## src/rtl/ibex_fetch_req_gen.sv

```systemverilog
// ibex_fetch_req_gen: IF-stage instruction bus requester feeding the fetch FIFO; IBEX_FETCH_PERF_EN adds perf counters
module ibex_fetch_req_gen #(
   parameter int NUM_REQS = 2,
   parameter bit ResetAll = 1'b0
) (
   input  logic                clk_i,
   input  logic                rst_ni,
   input  logic                req_i,
   input  logic                branch_i,
   input  logic [31:0]         addr_i,
   output logic                busy_o,
   input  logic [NUM_REQS-1:0] fifo_busy_i,
   output logic                fifo_clear_o,
   output logic                fifo_valid_o,
   output logic [31:0]         fifo_addr_o,
   output logic [31:0]         fifo_rdata_o,
   output logic                fifo_err_o,
   output logic                instr_req_o,
   input  logic                instr_gnt_i,
   output logic [31:0]         instr_addr_o,
   input  logic                instr_rvalid_i,
   input  logic [31:0]         instr_rdata_i,
   input  logic                instr_err_i,
   output logic [31:0]         perf_req_cnt_o,
   output logic [31:0]         perf_discard_cnt_o
);
   localparam int CW = $clog2(NUM_REQS + 1);

   logic [31:0]         fetch_addr_q, fetch_addr_d, branch_addr;
   logic [31:0]         addr_q [NUM_REQS];
   logic [31:0]         addr_d [NUM_REQS];
   logic [NUM_REQS-1:0] disc_q, disc_d;
   logic [CW-1:0]       cnt_q, cnt_d;
   logic                req_held_q, room, push, pop, drop;
   int                  occ, wr_idx;

   always_comb begin
      occ = 0;
      for (int k = 0; k < NUM_REQS; k++) occ = occ + int'(fifo_busy_i[k]);
   end

   // a branch clears the FIFO this cycle, so its occupancy no longer limits issue
   assign room         = int'(cnt_q) + (branch_i ? 0 : occ) < NUM_REQS;
   assign instr_req_o  = req_held_q | (req_i & room);
   assign branch_addr  = {addr_i[31:2], 2'b00};
   assign instr_addr_o = branch_i ? branch_addr : fetch_addr_q;
   assign push         = instr_req_o & instr_gnt_i;
   assign pop          = instr_rvalid_i & (cnt_q != '0);
   assign drop         = disc_q[0] | branch_i;
   assign fifo_clear_o = branch_i;
   assign fifo_valid_o = pop & ~drop;
   assign fifo_addr_o  = branch_i ? addr_i : addr_q[0];
   assign fifo_rdata_o = instr_rdata_i;
   assign fifo_err_o   = instr_err_i;
   assign busy_o       = instr_req_o | (cnt_q != '0);
   assign cnt_d        = cnt_q + CW'(push) - CW'(pop);
   assign fetch_addr_d = push ? instr_addr_o + 32'd4 : branch_i ? branch_addr : fetch_addr_q;

   always_comb begin
      addr_d = addr_q;
      disc_d = branch_i ? '1 : disc_q;
      wr_idx = int'(cnt_q) - int'(pop);
      if (pop) begin
         for (int k = 0; k < NUM_REQS - 1; k++) begin
            addr_d[k] = addr_d[k+1];
            disc_d[k] = disc_d[k+1];
         end
      end
      for (int k = 0; k < NUM_REQS; k++) begin
         if (push && k == wr_idx) begin
            addr_d[k] = instr_addr_o;
            disc_d[k] = 1'b0;
         end
      end
   end

   always_ff @(posedge clk_i or negedge rst_ni) begin
      if (!rst_ni) begin
         cnt_q      <= '0;
         disc_q     <= '0;
         req_held_q <= 1'b0;
      end else begin
         cnt_q      <= cnt_d;
         disc_q     <= disc_d;
         req_held_q <= instr_req_o & ~instr_gnt_i;
      end
   end

   if (ResetAll) begin : g_dp_rst
      always_ff @(posedge clk_i or negedge rst_ni) begin
         if (!rst_ni) begin
            fetch_addr_q <= '0;
            addr_q       <= '{default: '0};
         end else begin
            fetch_addr_q <= fetch_addr_d;
            addr_q       <= addr_d;
         end
      end
   end else begin : g_dp_nrst
      always_ff @(posedge clk_i) begin
         fetch_addr_q <= fetch_addr_d;
         addr_q       <= addr_d;
      end
   end

`ifdef IBEX_FETCH_PERF_EN
   logic [31:0] perf_req_q, perf_disc_q;

   always_ff @(posedge clk_i or negedge rst_ni) begin
      if (!rst_ni) begin
         perf_req_q  <= '0;
         perf_disc_q <= '0;
      end else begin
         if (push && perf_req_q != '1) perf_req_q <= perf_req_q + 32'd1;
         if (pop && drop && perf_disc_q != '1) perf_disc_q <= perf_disc_q + 32'd1;
      end
   end

   assign perf_req_cnt_o     = perf_req_q;
   assign perf_discard_cnt_o = perf_disc_q;
`else
   assign perf_req_cnt_o     = '0;
   assign perf_discard_cnt_o = '0;
`endif

   assert property (@(posedge clk_i) disable iff (!rst_ni) instr_rvalid_i |-> cnt_q != '0);
   assert property (@(posedge clk_i) disable iff (!rst_ni) int'(cnt_q) <= NUM_REQS);

endmodule

```

## config.mk

```make
export PLATFORM = sky130hd
export DESIGN_NAME = ibex_fetch_req_gen
export DESIGN_NICKNAME = d
export VERILOG_FILES = /design/src/rtl/ibex_fetch_req_gen.sv
export SDC_FILE = /design/constraint.sdc
export NUM_CORES = 1
export LEC_CHECK = 0
export BUFFER_PORTS_ARGS = -buffer_cell sky130_fd_sc_hd__buf_4
export CORE_MARGIN = 8
export CORE_UTILIZATION = 25
export CTS_BUF_LIST = sky130_fd_sc_hd__clkbuf_4
export DETAILED_ROUTE_END_ITERATION = 6
export HOLD_SLACK_MARGIN = 0.06
export SLEW_MARGIN = 20
export SYNTH_ARGS = -nofsm -noshare
export SYNTH_HDL_FRONTEND = slang
export SYNTH_SLANG_ARGS = --single-unit
```

## constraint.sdc

```tcl
create_clock -name clk_i -period 9.67 [get_ports clk_i]
set_input_delay 0.967 -clock clk_i [delete_from_list [all_inputs] [get_ports clk_i]]
set_output_delay 0.967 -clock clk_i [all_outputs]
set_load 0.05 [all_outputs]
```

# Word-level counts from Yosys, hierarchy flattened
# Cells that the tools add are included.
# W data, S select, Z words.
# word_totals
register_bits	101
out_inout_bits	165
# op_classes
n_addsub	6
n_eq_ne	1
magnitude_cmp	1
n_reduce_logical	6
bitwise_logic	10
n_mux	10
# op_table
cell	n
$mux W32	5
$add A32 B3 Y32 const B	1
$logic_not A32 Y1	1
$and A1 B1 Y1	5
$mux W2	2
$reduce_bool A2 Y1	2
$add A2 B2 Y3	1
$eq A2 B3 Y1 const A	1
$lt A3 B2 Y1 const B	1
$mux W1	3
$or A1 B1 Y1	3
$reduce_bool A3 Y1	1
$sub A2 B1 Y3	1
$add A1 B1 Y2	1
$add A2 B1 Y2	1
$logic_and A1 B1 Y1	2
$not A1 Y1	2
$sub A2 B1 Y2	1

# Depth between registers and ports, before layout
# Gate-level depths: netlist of the first run.
# depth
ltp_word	9
mapped_depth	13
ltp_nobuf	10

# Least setup slack after synthesis of the first run
# No wires, ideal clock.
# synth_timing
path_kind	in2reg
start	input port branch_i
end	register addr_q[0] in the netlist's numbering (enable)
arrival_ns	7.019
path_stages	12
required_time_ns	9.153
setup_time_ns	0.517
path_slack_ns	2.134
path_cell_list	buf_2 -> buf_2 -> buf_4 -> buf_2 -> clkbuf_1 -> nor2_1 -> fa_1 -> or3b_4 -> and2_2 -> inv_1 -> nand2_1 -> nor4b_1
# synth_between
elab_chain_len	7
# synth_lines
element	line	rtl
start: declaration	9	input logic branch_i,
$mux W2	43	assign room = int'(cnt_q) + (branch_i ? 0 : occ) < NUM_REQS;
$add A2 B2 Y3	43	
$lt A3 B2 Y1	43	
$and A1 B1 Y1	44	assign instr_req_o = req_held_q | (req_i & room);
$or A1 B1 Y1	44	
net instr_req_o	18	output logic instr_req_o,
$and A1 B1 Y1	47	assign push = instr_req_o & instr_gnt_i;
$logic_and A1 B1 Y1	70	if (push && k == wr_idx) begin
end signal: assignment	102	addr_q <= addr_d;
end: declaration	30	logic [31:0] addr_q [NUM_REQS];
# The timed path passes the listed nets, and every way through them passes these cells.
# A chain may end at the register's enable or synchronous reset.

# Worst setup path after layout of the first run
# layout_timing
start	input port branch_i
end	output port busy_o
# layout_between
elab_chain_len	6
# layout_lines
element	line	rtl
$mux W2	43	
$add A2 B2 Y3	43	
$lt A3 B2 Y1	43	
$and A1 B1 Y1	44	
$or A1 B1 Y1	44	
$or A1 B1 Y1	55	assign busy_o = instr_req_o | (cnt_q != '0);
end: declaration	11	output logic busy_o,
# No other way between the ends.

==> summary.txt, run 1 <==
Critical path
  – Top cell by count, worst path: buf_4
  – CP endpoint kind: output pin
  – Worst-case reg-to-reg path depth: 8
  – Reg2Reg Capture Point: fetch_addr_q[23]$_DFF_P_
  – Critical Path AT: 2.97 ns
  – Flop-to-flop setup slack: 6.44 ns
  – CP startpoint kind: input pin
  – CP max stage delay: 0.47 ns
  – Worst-path fanout max: 44
  – Worst EP required: 8.70 ns
  – Cell Chain, Critical Path: buf_4 -> nor2b_1 -> fa_1 -> or3b_4 -> and2_2 -> nand3_1 -> buf_4
  – Reg-to-Reg Start: cnt_q[0]$_DFF_PN0_
  – Kind of critical path: in2out
  – CP max-delay cell: fa_1

Global routing
  – Total GRT Usage: 9.89%
  – Number of antenna violations at the first check in global routing: 0
  – Largest net degree at the start of global routing: 71
  – Vias in the first global route: 3805
  – GR Overflow Total: 0
  – First-pass GRT wire length: 21.6 mm

Clock tree
  – PostCTS Resize Cnt: 0
  – CTS tree: yes
  – Hold buffer count at cts: 0
  – Clock root buffer: clkbuf_4
  – Sink Count: 101
  – H-tree depth: 3
  – Clock Latency Late Sink: 0.48 ns
  – Clock transition at the registers of the reported paths: 0.15 ns
  – Max Root-Sink Buffers: 2
  – Post-CTS Setup Bufs: 0
  – Total CTS buffers: 9

Layout
  – Synthesis-to-layout area growth: 12.4%
  – Share of post-route cells with drive strength above 1: 27.9%
  – Fin nets: 687
  – ANT cells: 0

Routing
  – Vias: 3693
  – # DRC: 0
  – Routed WL: 13.8 mm
  – Antenna Violating Nets Remaining: 0
  – Pre-antenna DRT Iters: 4
  – Vias per inst: 4.11
  – Initial DRC count: 155
  – Average wire per standard cell: 15.4 um

Timing
  – Final Cycle Share: 40.7%
  – TNS Setup: 0 ns
  – Relative slew slack: 35.0%
  – Slew Limit Fails: 0
  – Final WS setup: 5.74 ns
  – Max Clk Rate: 254 MHz
  – Hold violation count in the final report: 0
  – RSZ-0062 raised after global routing: false
  – Crit path time final: 3.93 ns
  – Final Setup Violations: 0
  – Minimum hold slack: 0.253 ns
  – Clock Skew: 0.0220 ns
  – Worst slew pin tran: 0.973 ns

Placed design
  – Buffers on Ports: 107
  – Post-DP HPWL: 10.5 mm
  – Placer Congestion: 0.749
  – Setup slack at placement: 5.33 ns

Job
  – MaxCap Viol Count: 0

Yosys
  – Most used DFF post-synth: edfxtp_1
  – Dominant cells by area after synthesis: edfxtp_1 34%, buf_4 14%, dfxtp_1 11%
  – Avg Cell Area, Syn: 10.4 um2
  – Asr flop ratio synth: 4.95%
  – Cell Area, Synth: 5660 um2
  – Synth area leader: edfxtp_1
  – Synth top area share: 34.0%
  – Synth Warn #: 0
  – Yosys cell types: 52
  – Synth Register Bits: 101
  – EDFF count, synth: 64
  – Cells after Synth: 542
  – Register area share after synthesis: 47.5%

Floorplanning
  – Rows: 55
  – Chip width: 166 um
  – Core area: 22400 um2
  – Die ar.: 27700 um2
  – Die H: 166 um
  – I/O pins: 238
  – Starting Density: 25.2%

Pwr
  – Peak supply drop: 78.1 uV
  – Design Power: 1.37 mW
  – Lkg Pwr: 2.67 nW
  – Pwr dens: 216 nW/um2

Outcome
  – Status: finished, final reports clean

Hold path
  – Hold WC Path Type: in2async
==> placed cells by master, fill, tap and decap left out, drive strengths merged, types with 3 or more instances in the layout <==
cell type,count
buf,111
conb,64
edfxtp,64
inv,50
nand2,49
o21ai,46
mux2,33
dfxtp,32
xnor2,31
nand3,20
mux2i,16
clkbuf,13
nor2,10
nand3b,7
a21oi,6
nand4,6
nor2b,5
ha,5
dfrtp,5
nor3,4
and2,4
a22oi,3
nand4b,3
==> synth_stat cells (3+ instances only) <==
library cell  instances
nand4b_1              3
nor2b_1               5
buf_4               103
nand3_1              18
o21ai_0              44
buf_2                 6
dfxtp_1              32
xnor2_1              31
and2_1                3
a22oi_1               3
mux2_2               33
nand3b_1              6
nor2_1               10
dfrtp_1               5
nand4_1               5
nand2_1              49
edfxtp_1             64
nor3_1                4
clkbuf_1              8
inv_1                50
a21oi_1               5
ha_1                  5
mux2i_1              16
==> layout make-up <==
class	instances	area (um2)
inverter	50	188
sequential	101	2690
fill	2380	16100
tap	285	357
timing repair buffer	111	833
multi-input combinational	335	2180
clock buffer	13	97.6
clock inverter	3	15.0
==> metrics by stage <==
stage          util [%]  cell area, um2  cells
6_report           28.3            6360    898
5_1_grt            28.3            6360    898
4_1_cts            28.3            6360    898
3_5_place_dp       27.8            6240    882
3_3_place_gp       27.8            6240    882
2_1_floorplan         -            5890    605
==> routing by layer <==
layer	track usage [%]	part of all wire (%)	vias to the layer above
li1	-	-	1807
met1	11.5	44	1740
met2	16.3	47	118
met3	3.59	7.0	28
met4	4.15	2.0	0
met5	0	0	-
==> critical path, delay by kind of cell <==
family                   cells  cell delay (ns)
AND/OR/NAND/NOR              4             0.87
adder cells (fa/ha/maj)      1             0.47
buffers and inverters        2             0.60
==> cells by family after synthesis <==
| logic type | synth area share (%) |
|---|---|
| buffers and inverters | 18.3 |
| AND/OR/NAND/NOR | 11.1 |
| flip-flops | 47.5 |
| AO/OA/AOI/OAI | 7.17 |
| multiplexers | 9.40 |
| XOR/XNOR | 4.95 |
| adder cells (fa/ha/maj) | 1.46 |
| other | 0.0663 |
==> where the power goes <==
group          internal, mW  total, mW  switching [mW]
logic                 0.161      0.561           0.400
clock network        0.0632      0.204           0.141
registers             0.576      0.608          0.0319
total                 0.801       1.37           0.573
==> registers in the layout (all words and copies together), names as in the netlist <==
| register | flops |
|---|---|
| fetch_addr_q | 32 |
| req_held_q | 1 |
| addr_q | 64 |
| disc_q | 2 |
| cnt_q | 2 |
==> how the worst max path moves through the flow <==
| stage | cells after the start | endpoint | slack [ns] | from |
|---|---|---|---|---|
| 4_1_cts | 7 | busy_o | 5.71 | branch_i |
| 2_1_floorplan | 12 | addr_q[0]$_DFFE_PP_ | 2.13 | branch_i |
| 3_5_place_dp | 8 | fetch_addr_q[25]$_DFF_P_ | 5.33 | branch_i |
| 3_3_place_gp | 8 | fetch_addr_q[31]$_DFF_P_ | 5.37 | branch_i |
| 5_1_grt | 5 | instr_addr_o[27] | 5.59 | branch_i |
| 6_report | 7 | busy_o | 5.74 | branch_i |
Note: power is estimated with default switching activity, not from simulation.
==> run 2: changes to the inputs <==
--- a/config.mk
+++ b/config.mk
@@ -5,6 +5,7 @@
 export SDC_FILE = /design/constraint.sdc
 export NUM_CORES = 1
 export LEC_CHECK = 0
+export ABC_AREA = 1
 export BUFFER_PORTS_ARGS = -buffer_cell sky130_fd_sc_hd__buf_4
 export CORE_MARGIN = 8
 export CORE_UTILIZATION = 25
==> constraint.sdc (replaced) <==
create_clock -name clk_i -period 3.52 [get_ports clk_i]
set_input_delay 0.352 -clock clk_i [delete_from_list [all_inputs] [get_ports clk_i]]
set_output_delay 0.352 -clock clk_i [all_outputs]
set_load 0.05 [all_outputs]
==> summary.txt, run 2 <==
Outcome
  – Status: finished, final reports clean

Timing
  – Worst slew pin tran: 0.546 ns
  – Clock Skew: 0.0185 ns
  – Hold violation count in the final report: 0
  – Slew Limit Fails: 0
  – Final Setup Violations: 0
  – Crit path time final: 2.65 ns
  – Relative slew slack: 63.2%
  – Final Cycle Share: 75.4%
  – RSZ-0062 raised after global routing: false
  – Max Clk Rate: 377 MHz
  – TNS Setup: 0 ns

Layout
  – Fin nets: 868
  – Leading cell type in the layout, fill and taps excluded: nand2_1
  – Largest Register: addr_q
  – Synthesis-to-layout area growth: 14.1%
  – Share of post-route cells with drive strength above 1: 26.8%
  – ANT cells: 0
  – Layout Cells excl Fill: 1118
  – Post-layout util: 28.7%
  – Most frequent cells in the layout: 248 x nand2_1, 114 x buf_4, 64 x conb_1, 64 x edfxtp_1, 51 x inv_1
  – Biggest regs: addr_q x64, fetch_addr_q x32
  – Max reg flops: 64

Floorplanning
  – Starting Density: 25.2%
  – Core area: 24100 um2
  – Die H: 172 um
  – I/O pins: 238
  – Rows: 57
  – Die ar.: 29500 um2
  – Chip width: 172 um

Pwr
  – Switching Share: 43.3%
  – Pwr dens: 563 nW/um2
  – Peak supply drop: 363 uV
  – Power share of the clock group: 17.1%
  – Sw power: 1.69 mW
  – Reg power frac: 42.3%
  – Internal power: 2.21 mW
  – Lkg Pwr: 3.34 nW
  – Share of total power in combinational logic: 40.6%

Placed design
  – Placer Congestion: 0.806
  – Total placed cells including tap cells: 1100
  – Buffers on Ports: 107
  – Post-DP HPWL: 12.5 mm

Clock tree
  – H-tree depth: 3
  – Total CTS buffers: 9
  – Clock root buffer: clkbuf_4
  – Post-CTS Setup Bufs: 0
  – CTS tree: yes
  – Clock Latency Late Sink: 0.48 ns
  – Clock transition at the registers of the reported paths: 0.17 ns
  – Max Root-Sink Buffers: 2
  – Sink Count: 101
  – PostCTS Resize Cnt: 0

Yosys
  – Top-count cell post-synth: nand2_1
  – Synth area leader: edfxtp_1
  – Cell Area, Synth: 6070 um2
  – Synth Warn #: 0
  – Top cells by count, synth: 248 x nand2_1, 102 x buf_4, 64 x edfxtp_1
  – Synth top area share: 31.7%
  – Yosys cell types: 38
  – Avg Cell Area, Syn: 8.50 um2
  – Most used DFF post-synth: edfxtp_1
  – Synth Register Bits: 101
  – Dominant cells by area after synthesis: edfxtp_1 32%, nand2_1 15%, buf_4 13%
  – Register area share after synthesis: 44.3%
  – Asr flop ratio synth: 4.95%
  – EDFF count, synth: 64
  – Cells after Synth: 714

Hold path
  – Hold Startpoint: branch_i
  – Hold WC Path Type: in2reg

Routing
  – Pre-antenna DRT Iters: 4
  – Antenna Violating Nets Remaining: 0
  – Vias: 4347
  – Initial DRC count: 205
  – Vias per inst: 3.89
  – Average wire per standard cell: 13.9 um
  – # DRC: 0
  – Routed WL: 15.5 mm

Critical path
  – CP endpoint kind: flip-flop
  – CP max stage delay: 0.48 ns
  – Kind of critical path: reg2reg
  – Cell Chain, Critical Path: o21ai_0 -> inv_1 -> ha_1 -> nand3_2 -> buf_4 -> inv_1 -> nand2_1 -> nand2_1
  – CP startpoint kind: flip-flop
  – CP max-delay cell: o21ai_0
  – Worst EP required: 3.78 ns
  – Reg-to-Reg Start: cnt_q[1]$_DFF_PN0_
  – Critical path origin: cnt_q[1]$_DFF_PN0_
  – Worst-path fanout max: 58
  – Critical Path AT: 2.92 ns

Global routing
  – Vias in the first global route: 4271
  – GR Overflow Total: 0
  – Largest net degree at the start of global routing: 59
  – First-pass GRT wire length: 23.8 mm
  – Number of antenna violations at the first check in global routing: 0
  – Total GRT Usage: 10.4%

Job
  – MaxCap Viol Count: 0
==> run 2: power groups by stage <==
| stage | Combinational, mW | Sequential (mW) | Clock [mW] |
|---|---|---|---|
| final | 1.58 | 1.65 | 0.664 |
| after floorplan | 1.30 | 1.66 | 0 |
| after CTS | 1.61 | 1.65 | 0.681 |
| after global routing | 1.72 | 1.67 | 0.721 |
| after global placement | 1.59 | 1.67 | 0 |
| after detailed placement | 1.60 | 1.68 | 0 |
==> run 2: layout make-up <==
| cell class | count | area (um2) |
|---|---|---|
| Tap cell | 324 | 405 |
| Clock buffer | 9 | 67.6 |
| Multi-Input combinational cell | 506 | 2560 |
| Fill cell | 2638 | 17200 |
| Timing Repair Buffer | 118 | 916 |
| Clock inverter | 7 | 85.1 |
| Inverter | 53 | 199 |
| Sequential cell | 101 | 2690 |
==> run 2: critical path, delay by kind of cell (launching register included) <==
| kind | cells | cell delay (ns) |
|---|---|---|
| fa+ha+maj | 1 | 0.33 |
| simple gates | 3 | 0.26 |
| compound gates | 1 | 0.48 |
| buf+inv | 3 | 0.89 |
| flops | 1 | 0.46 |
==> run 2: worst paths after layout <==
kind | endpoint | cells after the start | slack (ns)
max | addr_q[44]$_DFFE_PP_ | 8 | 0.87
min | fetch_addr_q[1]$_DFF_P_ | 2 | 0.18
max reg2reg | addr_q[44]$_DFFE_PP_ | 8 | 0.87
min reg2reg | fetch_addr_q[1]$_DFF_P_ | 2 | 0.48
max in group asynchronous | req_held_q$_DFF_PN0_ | 2 | 3.21
min in group asynchronous | disc_q[0]$_DFFE_PN0P_ | 2 | 0.19
==> run 2: cells by family after synthesis <==
family                     share of synthesized area, %
muxes                                             0.165
DFF                                                44.3
other                                            0.0618
adders and majority gates                          1.36
xor gates and xnor gates                           1.59
and+or+nand+nor                                    31.6
AOI/OAI and AO/OA                                  3.30
buffers and inverters                              17.6
==> run 2: layer usage <==
layer  vias to the layer above  part of all wire (%)  GRT usage, %
li1                       2229                     -             -
met1                      1967                    46          13.5
met2                       137                    46          17.1
met3                        14                   7.4          3.31
met4                         0                  0.68          1.65
met5                         -                     0             0
==> run 2: through the flow <==
stage	setup WS (ns)	area [um2]	hold WS, ns	power (mW)
4_1_cts	0.848	6920	0.154	3.94
3_3_place_gp	0.732	6750	0.161	3.26
3_5_place_dp	0.692	6750	0.161	3.28
2_1_floorplan	0.206	6310	0.0564	2.97
5_1_grt	0.533	6920	0.151	4.12
6_report	0.865	6920	0.176	3.89
==> run 2: repair_timing <==
action,4_1_cts,5_1_grt
hold endpoints to repair,6,0
hold buffers,2,0
setup endpoints to repair,0,0
